## src/rtl/axi_burst_tracker.sv

```systemverilog
// Tracks outstanding AXI bursts by ID and hands out the current beat of the
// oldest burst per ID, advancing its address per FIXED/INCR/WRAP rules.
module axi_burst_tracker #(
    parameter int NumEntries = 8,
    parameter int IdWidth    = 4,
    parameter int AddrWidth  = 32
) (
    input  logic                            clk_i,
    input  logic                            rst_i,
    input  logic                            alloc_req_i,
    output logic                            alloc_gnt_o,
    input  logic [IdWidth-1:0]              alloc_id_i,
    input  logic [AddrWidth-1:0]            alloc_addr_i,
    input  logic [7:0]                      alloc_len_i,
    input  logic [2:0]                      alloc_size_i,
    input  logic [1:0]                      alloc_burst_i,
    input  logic                            cnt_req_i,
    output logic                            cnt_gnt_o,
    input  logic [IdWidth-1:0]              cnt_id_i,
    output logic [7:0]                      cnt_len_o,
    output logic [AddrWidth-1:0]            cnt_addr_o,
    output logic                            cnt_last_o,
    output logic                            cnt_err_o,
    input  logic                            cnt_next_i,
    input  logic                            cnt_set_err_i,
    output logic [$clog2(NumEntries+1)-1:0] occupancy_o
);
    localparam int OccW = $clog2(NumEntries + 1);

    logic [NumEntries-1:0] w_valid, w_err, w_alloc_sel, w_match, w_head, w_clear_col;
    logic [NumEntries-1:0] w_older [NumEntries];
    logic [IdWidth-1:0]    w_id [NumEntries];
    logic [AddrWidth-1:0]  w_addr [NumEntries];
    logic [7:0]            w_len [NumEntries];
    logic [7:0]            w_len_orig [NumEntries];
    logic [2:0]            w_size [NumEntries];
    logic [1:0]            w_burst [NumEntries];

    logic                 w_alloc_fire, w_alloc_err, w_next_fire, w_free_fire, w_err_fire;
    logic [1:0]           w_alloc_burst;
    logic [AddrWidth-1:0] w_h_addr, w_next_addr, w_step, w_wrap_bytes;
    logic [7:0]           w_h_len, w_h_len_orig;
    logic [2:0]           w_h_size;
    logic [1:0]           w_h_burst;
    logic                 w_h_err;
    logic [OccW-1:0]      r_occ;

    // Lowest invalid entry, taken only from state at the start of the cycle.
    assign w_alloc_sel  = ~w_valid & (w_valid + NumEntries'(1));
    assign alloc_gnt_o  = ~&w_valid;
    assign w_alloc_fire = alloc_req_i & alloc_gnt_o;

    assign w_alloc_err = (alloc_burst_i == 2'b11) ||
                         ((alloc_burst_i == 2'b10) && !((alloc_len_i == 8'd1) || (alloc_len_i == 8'd3) ||
                                                         (alloc_len_i == 8'd7) || (alloc_len_i == 8'd15)));
    assign w_alloc_burst = w_alloc_err ? 2'b01 : alloc_burst_i;

    always_comb begin
        w_h_addr     = '0;
        w_h_len      = '0;
        w_h_len_orig = '0;
        w_h_size     = '0;
        w_h_burst    = '0;
        w_h_err      = 1'b0;
        for (int i = 0; i < NumEntries; i++) begin
            if (w_head[i]) begin
                w_h_addr     = w_addr[i];
                w_h_len      = w_len[i];
                w_h_len_orig = w_len_orig[i];
                w_h_size     = w_size[i];
                w_h_burst    = w_burst[i];
                w_h_err      = w_err[i];
            end
        end
    end

    assign cnt_gnt_o   = cnt_req_i & (|w_head);
    assign cnt_len_o   = w_h_len;
    assign cnt_addr_o  = w_h_addr;
    assign cnt_last_o  = (w_h_len == 8'd0);
    assign cnt_err_o   = w_h_err | (cnt_gnt_o & cnt_set_err_i);
    assign w_next_fire = cnt_gnt_o & cnt_next_i;
    assign w_free_fire = w_next_fire & cnt_last_o;
    assign w_err_fire  = cnt_gnt_o & cnt_set_err_i;

    assign w_step       = AddrWidth'(1) << w_h_size;
    assign w_wrap_bytes = AddrWidth'({1'b0, w_h_len_orig} + 9'd1) << w_h_size;

    always_comb begin
        case (w_h_burst)
            2'b00:   w_next_addr = w_h_addr;
            2'b10:   w_next_addr = (w_h_addr & ~(w_wrap_bytes - AddrWidth'(1))) |
                                   ((w_h_addr + w_step) & (w_wrap_bytes - AddrWidth'(1)));
            default: w_next_addr = (w_h_addr & ~(w_step - AddrWidth'(1))) + w_step;
        endcase
    end

    // Columns cleared here drop the allocated/freed entry from everyone's "older" set.
    assign w_clear_col = (w_alloc_fire ? w_alloc_sel : '0) | (w_free_fire ? w_head : '0);

    generate
        for (genvar gi = 0; gi < NumEntries; gi++) begin : g_entry
            logic                  r_valid, r_err;
            logic [IdWidth-1:0]    r_id;
            logic [AddrWidth-1:0]  r_addr;
            logic [7:0]            r_len, r_len_orig;
            logic [2:0]            r_size;
            logic [1:0]            r_burst;
            logic [NumEntries-1:0] r_older;

            assign w_valid[gi]    = r_valid;
            assign w_err[gi]      = r_err;
            assign w_id[gi]       = r_id;
            assign w_addr[gi]     = r_addr;
            assign w_len[gi]      = r_len;
            assign w_len_orig[gi] = r_len_orig;
            assign w_size[gi]     = r_size;
            assign w_burst[gi]    = r_burst;
            assign w_older[gi]    = r_older;
            assign w_match[gi]    = r_valid && (r_id == cnt_id_i);
            assign w_head[gi]     = w_match[gi] && !(|(w_match & r_older));

            always_ff @(posedge clk_i) begin
                if (rst_i) begin
                    r_valid <= 1'b0;
                    r_err   <= 1'b0;
                    r_older <= '0;
                end else if (w_alloc_fire && w_alloc_sel[gi]) begin
                    r_valid    <= 1'b1;
                    r_err      <= w_alloc_err;
                    r_id       <= alloc_id_i;
                    r_addr     <= alloc_addr_i;
                    r_len      <= alloc_len_i;
                    r_len_orig <= alloc_len_i;
                    r_size     <= alloc_size_i;
                    r_burst    <= w_alloc_burst;
                    r_older    <= w_valid & ~w_clear_col;
                end else begin
                    r_older <= r_older & ~w_clear_col;
                    if (w_head[gi] && w_next_fire) begin
                        if (r_len == 8'd0) begin
                            r_valid <= 1'b0;
                        end else begin
                            r_len  <= r_len - 8'd1;
                            r_addr <= w_next_addr;
                        end
                    end
                    if (w_head[gi] && w_err_fire) begin
                        r_err <= 1'b1;
                    end
                end
            end
        end
    endgenerate

    always_ff @(posedge clk_i) begin
        if (rst_i) begin
            r_occ <= '0;
        end else if (w_alloc_fire && !w_free_fire) begin
            r_occ <= r_occ + OccW'(1);
        end else if (!w_alloc_fire && w_free_fire) begin
            r_occ <= r_occ - OccW'(1);
        end
    end

    assign occupancy_o = r_occ;

endmodule

```

## config.mk

```make
export PLATFORM = sky130hd
export DESIGN_NAME = axi_burst_tracker
export DESIGN_NICKNAME = d
export VERILOG_FILES = /design/src/rtl/axi_burst_tracker.sv
export SDC_FILE = /design/constraint.sdc
export NUM_CORES = 1
export LEC_CHECK = 0
export ABC_AREA = 1
export CORE_MARGIN = 5
export CORE_UTILIZATION = 51
export CTS_CLUSTER_DIAMETER = 80
export DETAILED_ROUTE_END_ITERATION = 12
export GPL_TIMING_DRIVEN = 1
export PLACE_DENSITY = 0.67
export SYNTH_ARGS = -nofsm -noshare
export SYNTH_HDL_FRONTEND = slang
export SYNTH_SLANG_ARGS = --single-unit
```

## constraint.sdc

```tcl
create_clock -name clk_i -period 13.4 [get_ports clk_i]
set_input_delay 2.01 -clock clk_i [delete_from_list [all_inputs] [get_ports clk_i]]
set_output_delay 2.01 -clock clk_i [all_outputs]
set_load 0.01 [all_outputs]
```

# Word-level counts from Yosys, hierarchy flattened
# Index checks and enable logic that the tools add are counted.
# word_totals
reg_bits	540
output_inout_bits	48
word_cells	426
# op_classes
shift	2
reduce_logical	128
n_mux	150
addsub	16
n_bitwise	34
n_eq_ne	23
# op_table
cell	count
32-bit 2-to-1 mux	32
8-bit 2-to-1 mux	50
8-bit AND	18
32-bit AND	3
8-bit logical NOT	9
8-bit OR reduction	9
32-bit adder	2
32-bit inverter	2
32-bit case mux with 2 select lines	1
32-bit by 1-bit subtractor with 32-bit output (second input constant)	2
8-bit by 1-bit subtractor with 8-bit output (second input constant)	8
2-bit nonzero test	25
1-bit 2-to-1 mux	48
1-bit logical AND	43
4-bit equality test	8
32-bit bitwise OR	1
2-bit AND reduction	16
1-bit by 3-bit left shift with 32-bit output (first input constant)	1
9-bit by 3-bit left shift with 32-bit output	1
3-bit 2-to-1 mux	8
3-bit AND reduction	8
2-bit 2-to-1 mux	9
2-bit inequality test (second input constant)	8
8-bit inverter	2
18 further kinds	39

# Depth between registers and ports, before layout
# depth
ltp_word	24
ltp_mapped	44
depth_no_buf	42

# Least setup slack after synthesis
# OpenSTA, ideal clock, no wires.
# synth_path
path_type	input-to-reg
from	input port cnt_id_i[2]
to	register g_entry[0].r_addr[23], data pin
path_slack_ps	6510
path_stages	40
n_path_buf	7
t_required_ps	13145
arrival_ps	6636
cell_sequence	buf_4 -> inv_2 -> nand2_1 -> nand2_1 -> nor2_1 -> nand2_1 -> nor2_2 -> nand2_1 -> nand2_1 -> nor2_2 -> nand2_4 -> buf_4 -> buf_6 -> buf_4 -> buf_2 -> buf_2 -> buf_2 -> o211ai_1 -> [... 4 more ...] -> ha_1 -> nand4_1 -> o21ai_0 -> nand2_1 -> o21ai_0 -> nand2_1 -> nand2_1 -> nand2_1 -> nor2_1 -> nand2_1 -> nor2_1 -> nand3_1 -> inv_1 -> nand2_1 -> nand2_1 -> nand3_2 -> nand3_1 -> nand2_1
# synth_via
elab_cells_between_ends	99
classes_between	add/sub (5); eq/ne (9); shift (2); mux (36); bitwise (14); reduce/logical (33)
# synth_lines
element	line	source
start, declared	19	input logic [IdWidth-1:0] cnt_id_i,
4-bit equality test	120	assign w_match[gi] = r_valid && (r_id == cnt_id_i);
1-bit logical AND	120	
8-bit AND	121	assign w_head[gi] = w_match[gi] && !(|(w_match & r_older));
8-bit OR reduction	121	
1-bit logical NOT	121	
1-bit logical AND	121	
32-bit 2-to-1 mux (7 in a row)	66	if (w_head[i]) begin
32-bit 2-to-1 mux *	66	
named net cnt_addr_o[3]	21	output logic [AddrWidth-1:0] cnt_addr_o,
32-bit adder	93	((w_h_addr + w_step) & (w_wrap_bytes - AddrWidth'(1)));
32-bit AND	93	
32-bit bitwise OR	92	2'b10: w_next_addr = (w_h_addr & ~(w_wrap_bytes - AddrWidth'(1))) |
32-bit case mux with 2 select lines *	90	case (w_h_burst)
32-bit 2-to-1 mux *	141	if (r_len == 8'd0) begin
32-bit 2-to-1 mux *	140	if (w_head[gi] && w_next_fire) begin
32-bit 2-to-1 mux *	128	end else if (w_alloc_fire && w_alloc_sel[gi]) begin
end signal, assigned	132	r_addr <= alloc_addr_i;
end signal, assigned	145	r_addr <= w_next_addr;
end, declared	105	logic [AddrWidth-1:0] r_addr;
# The timed path passes the listed nets; every way through them passes the cells marked *. The select of a mux whose other input is x is not followed.
# A chain may end at the register's enable or synchronous reset.

# Worst setup path after layout
# layout_path
from	input port cnt_id_i[2]
to	output port cnt_last_o
# layout_via
elab_chain_len	15
elab_cells_between_ends	57
classes_between	eq/ne (8); mux (8); bitwise (8); reduce/logical (33)
# layout_rtl
element	line	source
4-bit equality test	120	
1-bit logical AND	120	
8-bit AND	121	
8-bit OR reduction	121	
1-bit logical NOT	121	
1-bit logical AND	121	
8-bit 2-to-1 mux (7 in a row)	66	
8-bit 2-to-1 mux *	66	
8-bit logical NOT *	80	assign cnt_last_o = (w_h_len == 8'd0);
end, declared	22	output logic cnt_last_o,
# Every way passes the cells marked *; elsewhere a longest branch is shown, timed or not.

==> impl_metrics.json <==
{
  "detail_route.wl_per_cell_um": 23.1,
  "number_of_violations_reported_at_the_end_of_detailed_routing_iteration_0": 3901,
  "final-setup-viol-count": 0,
  "slew_headroom_pct": 20.8,
  "start_kind": "primary input",
  "grt_max_degree": 72,
  "cts_inserted_buffers": 55,
  "synth_enable_flop_cells": 456,
  "design.core.area_sq_mm": 0.0618,
  "num_rows": 91,
  "postSynthCellCount": 3880,
  "routed.top_layer": "met5",
  "drive_above_1_share_pct": 10.4,
  "critical_path.endpoint_type": "output port",
  "drtAntennaViolNets": 0,
  "fmax_ghz": 0.110,
  "p_leak_uw": 0.0140,
  "post-route-period-util_pct": 67.8,
  "antenna_found_initial": 3,
  "flow.area_growth_from_synthesis_pct": 10.9,
  "number_of_nets_in_the_finished_design": 3990,
  "drt-total-wl_mm": 110,
  "synth_cell_type_count": 76,
  "power.ir.vdd_worst_v": 0.000107,
  "timing.critical_path.arrival_ps": 7080,
  "average_vias_per_placed_instance": 5.97,
  "initial_utilization_pct": 51.5,
  "worst_skew_pair.late_latency_ps": 630,
  "setup.worst_path.class": "in -> out",
  "power.switching_uw": 877,
  "min_from": "g_entry[1].r_older[1]",
  "finalHoldViolations": 0,
  "post-route-drc-count": 0,
  "chipWidth_um": 260,
  "yosysWarningCount": 0,
  "ys.flop_type": "edfxtp_1",
  "cell_internal_pwr_uw": 2840,
  "clk_pin_slew_ps": 60,
  "ctsRootBufferMaster": "clkbuf_16",
  "design.die.area_sq_mm": 0.0676,
  "drt-pass1-iter-count": 6,
  "hold_path_class": "reg -> reg",
  "die-height_um": 260,
  "whs_endpoint": "g_entry[1].r_older[1]",
  "tritoncts_clock_tree": "done",
  "setup_repair_after_global_routing_missed_its_margin": "false",
  "timing.rr.start": "g_entry[7].r_valid",
  "cap_viol_max_count": 0,
  "fin_worst_hold_slack_ps": 450,
  "synth.cell_area_sq_mm": 0.0319,
  "required_time_of_the_worst_setup_path_ps": 11390,
  "ys_async_sr_fraction_pct": 0,
  "p_comb_share_pct": 6.8,
  "cts.sink_count": 540,
  "post_dp_cell_area_sq_mm": 0.0335,
  "met2_wirelength_mm": 48.2,
  "cts.htree.levels": 2,
  "slew_violations": 0,
  "buffers_on_ports": 106,
  "globalRoute.totalOverflow": 0,
  "met3_wirelength_mm": 14.2,
  "category_of_cells_accounting_for_the_largest_share_of_critical_path_delay": "simple AND/OR/NAND/NOR gates",
  "outcome": "complete, no violations",
  "worstHoldPathCells": 2,
  "cts.repair.resized": 0,
  "finished_cell_area_sq_mm": 0.0353,
  "clock_power_share_pct": 43.6,
  "postSynthRegisterBits": 540,
  "worstPathBufferInverterCount": 3,
  "fin_clk_skew_ps": 21.0,
  "post-cts-setup-buffer-count": 0,
  "met1_length_mm": 44.1,
  "r2r_setup_slack_ps": 5970,
  "cellPowerDensity_mw_per_mm2": 105,
  "grt_pass1_vias": 26600,
  "place.gp.congestion": 0.950,
  "reg2regPathDepth": 32,
  "num_vias": 28500,
  "number_of_placed_i_o_pins": 107,
  "worst_pin_slew_ps": 1190,
  "crit_path_cell_trace": "clkdlybuf4s50_1 -> xor2_1 -> nor2_2 -> nand3_2 -> nor2_1 -> o21ai_1 -> nor2_4 -> nand2_8 -> nand2_4 -> inv_2 -> o21ai_0 -> o2111ai_1 -> o211ai_1 -> o21ai_0 -> nor4_1 -> nand2_1 -> nor3_2 -> clkdlybuf4s50_1",
  "timing.rr.end": "g_entry[0].r_addr[15]",
  "global_route.usage.total_pct": 31.9,
  "power_switching_share_pct": 23.6,
  "setup_total_negative_slack_ps": 0,
  "crit_path_max_fanout": 45,
  "dp_hpwl_mm": 70.3,
  "share_seq_of_total_power_pct": 49.6,
  "ys_seq_area_share_pct": 48.3,
  "ctsLongestPathBuffers": 3,
  "cpPeakStageDelay_ps": 700,
  "syn-num-nets": 3978,
  "wire_length_of_the_first_global_routing_pass_mm": 165,
  "cts_hold_buf": 0,
  "syn_area_per_cell_sq_um": 8.21,
  "min_period_ps": 9090,
  "cp_slowest_cell": "nand2_4"
}
## cells in the mapped netlist, types with 6 or more instances
master / count / area share [%]
a221oi_1: 22 / 0.60
nand3_1: 254 / 4.0
nor4_1: 14 / 0.27
a21oi_1: 71 / 1.1
nand3b_1: 14 / 0.33
nand2_1: 1272 / 15
buf_2: 45 / 0.71
clkbuf_1: 90 / 1.1
nand3_2: 39 / 1.2
nand2_2: 42 / 0.82
o21ai_0: 292 / 4.6
nor3_2: 7 / 0.22
xor2_1: 42 / 1.2
nor3_1: 51 / 0.80
dfxtp_1: 84 / 5.3
nand4_1: 60 / 1.2
a22oi_1: 14 / 0.33
or2_2: 9 / 0.18
buf_4: 12 / 0.28
o21ai_2: 7 / 0.19
nor2_2: 35 / 0.69
o211ai_1: 38 / 0.90
nor2_4: 16 / 0.57
a211oi_1: 12 / 0.28
a22o_1: 6 / 0.16
buf_6: 17 / 0.60
o21ai_4: 11 / 0.56
inv_1: 295 / 3.5
o22ai_1: 37 / 0.73
nor2_1: 235 / 2.8
inv_2: 28 / 0.33
o2111ai_1: 17 / 0.47
buf_1: 30 / 0.35
edfxtp_1: 456 / 43
a31oi_1: 13 / 0.26
xnor2_1: 20 / 0.55
nand2_4: 15 / 0.53
ha_1: 37 / 1.5
o21ai_1: 58 / 0.91
## layout make-up
class,instances,area [sq um]
diodes,1,2.50
clock buffers,69,1490
clock inverters,33,390
fillers,5590,26500
inverters,332,1270
multi-input cells,2812,14400
flip-flops and latches,540,15400
well taps,837,1050
repair buffers,151,1390
## worst max-delay path by stage
stage                     slack [ps]  cells past startpoint         from                    end
after CTS                       4360                     18  cnt_id_i[2]             cnt_last_o
after global placement          4100                     35  cnt_id_i[2]  g_entry[1].r_addr[15]
after detailed placement        4040                     35  cnt_id_i[2]  g_entry[0].r_addr[15]
after global routing            3720                     38  cnt_id_i[2]  g_entry[6].r_addr[23]
after floorplan                 6510                     40  cnt_id_i[2]  g_entry[0].r_addr[23]
final                           4310                     18  cnt_id_i[2]             cnt_last_o
## routing by layer
metal,track usage [%],up-vias
li1,-,13100
met1,46.1,13400
met2,48.9,1688
met3,6.43,232
met4,9.64,2
met5,0,-
## worst min-delay path, delay by kind of cell, from the launching register on
kind	cells	cell delay, ps
DFF	1	310
and+or+nand+nor	2	100
## per-stage QoR
stage / std cells / worst slack (ps) / total power (uW) / util (%)
2_1_floorplan: 3880 / 6510 / 2020 / -
3_3_place_gp: 4672 / 4100 / 2120 / 54.1
3_5_place_dp: 4672 / 4040 / 2120 / 54.1
4_1_cts: 4774 / 4360 / 3710 / 57.2
5_1_grt: 4775 / 3720 / 3810 / 57.2
6_report: 4775 / 4310 / 3710 / 57.2
## flip-flops by register name, indices dropped and copies added (netlist names)
name / count
g_entry.r_size: 24
g_entry.r_burst: 16
g_entry.r_len: 64
g_entry.r_id: 32
g_entry.r_len_orig: 64
occupancy_o: 4
g_entry.r_valid: 8
g_entry.r_err: 8
g_entry.r_addr: 256
g_entry.r_older: 64
## cell usage in the layout (no fill, tap or decap), types with 9 or more instances in the layout
cell type           n
nand2_4            17
nor2_4             22
nand2_2            44
o2111ai_1          17
a211oi_1           12
o211ai_1           38
inv_1             290
a22oi_1            14
nor3_2             11
xnor2_1            20
clkinv_2           12
clkdlybuf4s50_1   105
o21ai_0           290
clkbuf_1           10
dfxtp_1            84
ha_1               37
edfxtp_1          456
or2_2               9
o21ai_4            13
o21ai_1            58
nand3_1           253
nand2_1          1268
nand3b_1           14
nand3_2            40
nand4_1            60
o22ai_1            37
xor2_1             42
nor2_2             43
nor4_1             14
a31oi_1            13
nor3_1             47
clkbuf_16          57
a21oi_1            71
inv_2              34
nor2_1            221
buf_4              45
a221oi_1           22
## cells by family (layout without fill, tap and decap cells)
| family | count (synthesis) | count (layout) | synth area share [%] |
|---|---|---|---|
| simple gates | 2082 | 2082 | 29.3 |
| flops | 540 | 540 | 48.3 |
| compound gates | 628 | 628 | 12.1 |
| xor+xnor | 63 | 63 | 1.76 |
| buf+inv | 528 | 585 | 7.04 |
| other cells | 0 | 1 | 0 |
| fa+ha+maj | 39 | 39 | 1.58 |
## power groups by stage
stage	Clock, uW	Sequential [uW]	Combinational [uW]
global route	1700	1840	272
finish	1620	1840	252
CTS	1620	1840	247
detailed placement	0	1880	245
global placement	0	1880	243
floorplan	0	1880	147
Power figures use the tool's default switching activity.
